### src/rtl/router_fifo_depacketizer.sv
// Receive side of the router<->FIFO packet protocol: buffers router flits under on/off
// flow control and rebuilds packets (header + len+1 payload words) for the DLA ingress FIFO.

package router_fifo_depacketizer_pkg;
    localparam int FLIT_DATA_SIZE = 32;
    localparam int VC_NUM         = 2;
    localparam int VC_SIZE        = 1;

    typedef enum logic [1:0] {
        HEAD     = 2'b00,
        BODY     = 2'b01,
        TAIL     = 2'b10,
        HEADTAIL = 2'b11
    } flit_label_t;

    // Head flit data layout: {x_dest[3:0], y_dest[3:0], head_pl}, len in the top 5 bits of head_pl
    typedef struct packed {
        flit_label_t                flit_label;
        logic [VC_SIZE-1:0]         vc_id;
        logic [FLIT_DATA_SIZE-1:0]  data;
    } flit_t;
endpackage

// state   | meaning
// IDLE    | waiting for a HEAD/HEADTAIL flit to open a packet
// PAYLOAD | header written, forwarding payload until cnt reaches len
module router_fifo_depacketizer
    import router_fifo_depacketizer_pkg::*;
#(
    parameter int BUF_DEPTH     = 4,
    parameter int ON_OFF_MARGIN = 2
) (
    input  logic                      clk_router,
    input  logic                      rst_router,
    input  flit_t                     router_data_out,
    input  logic                      router_valid_out,
    output logic [VC_NUM-1:0]         router_is_on_off_in,
    output logic [VC_NUM-1:0]         router_is_allocatable_in,
    output logic                      fifo_wr_en,
    output logic [FLIT_DATA_SIZE-1:0] fifo_wr_data,
    input  logic                      fifo_afull,
    output logic                      pkt_done,
    output logic                      pkt_err,
    output logic [4:0]                pkt_len
);

    localparam int PTR_W   = $clog2(BUF_DEPTH);
    localparam int CNT_W   = PTR_W + 1;
    localparam int LEN_MSB = FLIT_DATA_SIZE - 9;

    typedef enum logic {
        S_IDLE,
        S_PAYLOAD
    } state_t;

    flit_t              buf_mem [BUF_DEPTH];
    logic [PTR_W-1:0]   wr_ptr;
    logic [PTR_W-1:0]   rd_ptr;
    logic [CNT_W-1:0]   count;
    logic               full;
    logic               empty;
    logic               pop;
    logic               push;
    logic               overflow;
    flit_t              head;

    state_t             state;
    state_t             state_nxt;
    logic [4:0]         cnt;
    logic [4:0]         cnt_nxt;
    logic [4:0]         len_nxt;
    logic               wr_en_d;
    logic [FLIT_DATA_SIZE-1:0] wr_data_d;
    logic               done_d;
    logic               err_d;
    logic               unused_vc;

    assign unused_vc = ^router_data_out.vc_id;

    assign full     = (count == CNT_W'(BUF_DEPTH));
    assign empty    = (count == '0);
    assign pop      = !empty && !fifo_afull;
    // A push at full is accepted only when a pop frees the slot in the same cycle
    assign push     = router_valid_out && (!full || pop);
    assign overflow = router_valid_out && full && !pop;
    assign head     = buf_mem[rd_ptr];

    assign router_is_on_off_in      = {VC_NUM{(CNT_W'(BUF_DEPTH) - count) > CNT_W'(ON_OFF_MARGIN)}};
    assign router_is_allocatable_in = {VC_NUM{1'b1}};

    always_ff @(posedge clk_router) begin
        if (push) begin
            buf_mem[wr_ptr] <= router_data_out;
        end
    end

    always_ff @(posedge clk_router or posedge rst_router) begin
        if (rst_router) begin
            wr_ptr <= '0;
            rd_ptr <= '0;
            count  <= '0;
        end else begin
            if (push) begin
                wr_ptr <= wr_ptr + 1'b1;
            end
            if (pop) begin
                rd_ptr <= rd_ptr + 1'b1;
            end
            case ({push, pop})
                2'b10:   count <= count + 1'b1;
                2'b01:   count <= count - 1'b1;
                default: count <= count;
            endcase
        end
    end

    always_ff @(posedge clk_router or posedge rst_router) begin
        if (rst_router) begin
            state <= S_IDLE;
        end else begin
            state <= state_nxt;
        end
    end

    always_comb begin
        state_nxt = state;
        if (pop) begin
            case (head.flit_label)
                HEAD:     state_nxt = S_PAYLOAD;
                HEADTAIL: state_nxt = S_IDLE;
                BODY: begin
                    if (state == S_PAYLOAD && cnt == pkt_len) begin
                        state_nxt = S_IDLE;
                    end
                end
                TAIL:     state_nxt = S_IDLE;
                default:  state_nxt = state;
            endcase
        end
    end

    always_comb begin
        wr_en_d   = 1'b0;
        wr_data_d = head.data;
        done_d    = 1'b0;
        err_d     = 1'b0;
        cnt_nxt   = cnt;
        len_nxt   = pkt_len;
        if (pop) begin
            case (head.flit_label)
                HEAD: begin
                    wr_en_d = 1'b1;
                    len_nxt = head.data[LEN_MSB -: 5];
                    cnt_nxt = '0;
                    err_d   = (state == S_PAYLOAD);
                end
                HEADTAIL: begin
                    wr_en_d = 1'b1;
                    err_d   = 1'b1;
                end
                BODY: begin
                    if (state == S_IDLE) begin
                        err_d = 1'b1;
                    end else begin
                        wr_en_d = 1'b1;
                        if (cnt == pkt_len) begin
                            err_d = 1'b1;
                        end else begin
                            cnt_nxt = cnt + 1'b1;
                        end
                    end
                end
                TAIL: begin
                    if (state == S_IDLE) begin
                        err_d = 1'b1;
                    end else begin
                        wr_en_d = 1'b1;
                        done_d  = (cnt == pkt_len);
                        err_d   = (cnt != pkt_len);
                    end
                end
                default: begin
                    err_d = 1'b1;
                end
            endcase
        end
    end

    always_ff @(posedge clk_router or posedge rst_router) begin
        if (rst_router) begin
            fifo_wr_en   <= 1'b0;
            fifo_wr_data <= '0;
            pkt_done     <= 1'b0;
            pkt_err      <= 1'b0;
            pkt_len      <= '0;
            cnt          <= '0;
        end else begin
            fifo_wr_en <= wr_en_d;
            if (wr_en_d) begin
                fifo_wr_data <= wr_data_d;
            end
            pkt_done <= done_d;
            pkt_err  <= err_d || overflow;
            pkt_len  <= len_nxt;
            cnt      <= cnt_nxt;
        end
    end

endmodule

### config.mk
export PLATFORM = sky130hd
export DESIGN_NAME = router_fifo_depacketizer
export DESIGN_NICKNAME = d
export VERILOG_FILES = /design/src/rtl/router_fifo_depacketizer.sv
export SDC_FILE = /design/constraint.sdc
export NUM_CORES = 1
export LEC_CHECK = 0
export CORE_UTILIZATION = 25
export DETAILED_ROUTE_END_ITERATION = 8
export GPL_ROUTABILITY_DRIVEN = 0
export PLACE_DENSITY = 0.48
export SETUP_SLACK_MARGIN = 0.1
export SYNTH_ARGS = -nofsm -noshare
export SYNTH_HDL_FRONTEND = slang
export SYNTH_SLANG_ARGS = --single-unit
### constraint.sdc
create_clock -name clk_router -period 5.6 [get_ports clk_router]
set_input_delay 1.12 -clock clk_router [delete_from_list [all_inputs] [get_ports clk_router]]
set_output_delay 1.12 -clock clk_router [all_outputs]
set_load 0.01 [all_outputs]
==> results.sh <==
export IMPL_fin_nets=515
export IMPL_final_antenna_net_count=0
export IMPL_crit_chain="mux4_2 > inv_1 > ha_1 > nand2_1 > a211oi_1 > nor3_2 > or3_1 > a21oi_1"
export IMPL_seqPwrFrac_pct=43.3
export IMPL_placed_area_sq_um=8603
export IMPL_max_cap_violations=0
export IMPL_root_buffer="clkbuf_16"
export IMPL_max_stage_delay_ps=1040
export IMPL_tightest_slew_ps=1024
export IMPL_die_y_um=173.9
export IMPL_cpMaxStageDelayCell="dfrtp_2"
export IMPL_drt_iter0_markers=175
export IMPL_rsz0062_at_grt="no"
export IMPL_synth_area_leaders="edfxtp_1 55%, dfrtp_1 18%, mux4_2 10%"
export IMPL_grt_usage_pct=10.41
export IMPL_cts_htree_levels=4
export IMPL_ys_seq_area_share_pct=73.21
export IMPL_ff2ff_setup_slack_ps=2220
export IMPL_hold_depth=1
export IMPL_reg2reg_from="rd_ptr[1]"
export IMPL_antenna_found_initial=0
export IMPL_powerDensity_nw_per_um2=547.6
export IMPL_drive_gt1_share_pct=24.05
export IMPL_max_vdd_ir_drop_v=0.0002245
export IMPL_comb_power_share_pct=33.5
export IMPL_hpwl_mm=8.910
export IMPL_swShare_pct=31.82
export IMPL_dieArea_sq_um=30250
export IMPL_grt_overflow=0
export IMPL_drc=0
export IMPL_avgSynthCellArea_sq_um=19.65
export IMPL_worstReg2RegEnd="cnt[4]"
export IMPL_avgViaCountPerCell=4.142
export IMPL_setup_violations_final=0
export IMPL_syn_inst=376
export IMPL_io_pins=83
export IMPL_drv_slew=0
export IMPL_slew_headroom_pct=31.72
export IMPL_area_delta_synth_final_pct=24.23
export IMPL_cts_tree="done"
export IMPL_numClockSinks=189
export IMPL_crit_buf_inv=1
export IMPL_vias=3554
export IMPL_r2r_cells=8
export IMPL_tns_ps=0
export IMPL_first_pass_iters=4
export IMPL_grt_pass1_wl_mm=23.11
export IMPL_startpoint_type="flop"
export IMPL_finClkSkew_ps=13.24
export IMPL_worstPathMaxFanout=35
export IMPL_dpl_cell_count=826
export IMPL_period_needed_ps=3384
export IMPL_grt_pass1_vias=3896
export IMPL_stdcell_area_sq_um=9180
export IMPL_grt_max_degree=54
export IMPL_worstHoldStart="count[0]"
export IMPL_diodes=0
export IMPL_internal_power_mw=3.427
export IMPL_synth_edf_count=136
export IMPL_p_leak_nw=3.193
export IMPL_pwr_share_clk_pct=23.2
export IMPL_routed_wl_mm=14.85
export IMPL_status="completed"
export IMPL_post_cts_resized=0
export IMPL_post_cts_setup_buffers=0
export IMPL_ctsHoldBuffers=0
export IMPL_netlist_area_leader_share_pct=55.27
export IMPL_hold_class="flop to flop"
export IMPL_rows=62
export IMPL_dieWidth_um=173.9
export IMPL_instances_no_fill=858
export IMPL_numCtsBuffers=17
export IMPL_async_flop_share_pct=28.04
export IMPL_crit_path_end_kind="flop"
export IMPL_synth_cell_types=38
export IMPL_arrival_ps=3740
export IMPL_netlist_area_sq_um=7390
export IMPL_synth_ff_type="edfxtp_1"
export IMPL_cp_top_family="flip-flops"
export IMPL_cts_buffer_depth=2
export IMPL_start_util_pct=25.61
export IMPL_ys_warn_count=0
export IMPL_wl_per_cell_um=17.31
export IMPL_fin_crit_sh_pct=60.43
export IMPL_hold_path_end="count[0]"
export IMPL_netSwitchingPower_mw=1.599
export IMPL_required_ps=5950
export IMPL_port_buffers=79
export IMPL_fmax_mhz=295.5
export IMPL_worst_path_stages=8
export IMPL_clk_pin_slew_ps=80
export IMPL_finalHoldViolCount=0
export IMPL_critPathKind="flop to flop"
export IMPL_yosysTopAreaCell="edfxtp_1"
export IMPL_fp_coreArea_sq_um=28860
export IMPL_synth_seq_cells=189
export IMPL_insertion_delay_ps=430
==> per-stage QoR <==
| stage | utilization (%) | hold slack [ps] | setup slack (ps) | power [mW] |
|---|---|---|---|---|
| after floorplan | - | 446.5 | 2484 | 3.236 |
| after global placement | 29.81 | 461.8 | 1839 | 3.891 |
| after detailed placement | 29.81 | 464.0 | 1739 | 3.947 |
| after CTS | 31.81 | 478.2 | 2127 | 5.124 |
| after global routing | 31.81 | 486.8 | 1988 | 5.338 |
| final | 31.81 | 470.5 | 2216 | 5.027 |
==> final cells by class <==
class	instances	area (sq um)
fill	2814	19680
sequential	189	5413
multi-input combinational	157	1844
timing repair buffer	82	813.3
tap	384	480.5
clock buffer	18	429.2
clock inverter	14	147.6
inverter	14	52.55
==> worst reg2reg max path, cell delays in order, from the launching register on <==
cell and delay [ps]:
dfrtp_2 1040, mux4_2 470, inv_1 100, ha_1 440, nand2_1 170, a211oi_1 410
nor3_2 140, or3_1 370, a21oi_1 160
==> cells in the final DEF (no fill, tap or decap), drive strengths merged <==
cell / n
nand2: 10
dfrtp: 53
buf: 3
fa: 1
inv: 21
or3: 2
o31ai: 2
clkdlybuf4s50: 79
nand3: 4
mux2: 38
nor4: 1
a21oi: 3
xor2: 2
or2: 1
o21ai: 11
clkinvlp: 1
clkinv: 6
clkbuf: 18
conb: 2
and2: 4
edfxtp: 136
or3b: 1
a211oi: 1
and4: 1
nor3: 3
a22o: 1
nor2: 9
a311oi: 1
mux4: 34
a21boi: 1
xnor2: 10
ha: 14
==> power groups by stage <==
stage	clock network, mW	logic, mW	registers, mW
finish	1.17	1.69	2.18
global route	1.25	1.85	2.23
CTS	1.20	1.73	2.19
detailed placement	0	1.73	2.22
global placement	0	1.69	2.20
floorplan	0	1.09	2.15
==> worst max-delay path by stage <==
stage | start | end | slack [ps]
finish | rd_ptr[1] | cnt[4] | 2220
global route | rd_ptr[1] | fifo_wr_data[24] | 1990
CTS | rd_ptr[1] | fifo_wr_data[17] | 2130
detailed placement | fifo_afull | buf_mem[1][2] | 1740
global placement | fifo_afull | buf_mem[2][2] | 1840
floorplan | fifo_afull | buf_mem[0][0] | 2480
==> metal layers <==
| layer | track usage (%) | part of all wire [%] | vias to the layer above |
|---|---|---|---|
| met5 | 0 | 0 | - |
| met4 | 3.143 | 0.92 | 0 |
| met3 | 2.668 | 3.2 | 10 |
| met2 | 17.80 | 51 | 61 |
| met1 | 12.89 | 45 | 1869 |
| li1 | - | - | 1614 |
==> cell families after synthesis <==
| logic type | after synthesis | synth area share (%) |
|---|---|---|
| xor gates and xnor gates | 12 | 1.524 |
| and+or+nand+nor | 36 | 2.642 |
| DFF | 189 | 73.21 |
| muxes | 72 | 16.15 |
| adders and majority gates | 15 | 2.641 |
| AOI/OAI and AO/OA | 20 | 1.676 |
| other | 1 | 0.05075 |
| buffers and inverters | 31 | 2.099 |
==> cell usage after synthesis, types with 2 or more instances <==
| cell | number |
|---|---|
| a21oi_1 | 3 |
| edfxtp_1 | 136 |
| or3_1 | 2 |
| buf_6 | 2 |
| inv_1 | 13 |
| mux4_2 | 34 |
| nand2_1 | 10 |
| ha_1 | 14 |
| clkbuf_1 | 3 |
| mux2_1 | 5 |
| nand3_1 | 4 |
| xnor2_1 | 9 |
| buf_4 | 4 |
| nor2_1 | 8 |
| xor2_1 | 2 |
| buf_2 | 7 |
| o21ai_0 | 8 |
| nor3_1 | 2 |
| mux2_2 | 33 |
| dfrtp_1 | 53 |
| o31ai_1 | 2 |
| and2_1 | 4 |
| o21ai_1 | 3 |
==> state kept, by name, summed over array words and instances (netlist names) <==
name	flops
fifo_wr_en	1
wr_ptr	2
fifo_wr_data	32
pkt_len	5
state	1
buf_mem	136
cnt	5
rd_ptr	2
pkt_done	1
count	3
pkt_err	1
(Power assumes the default switching activity.)
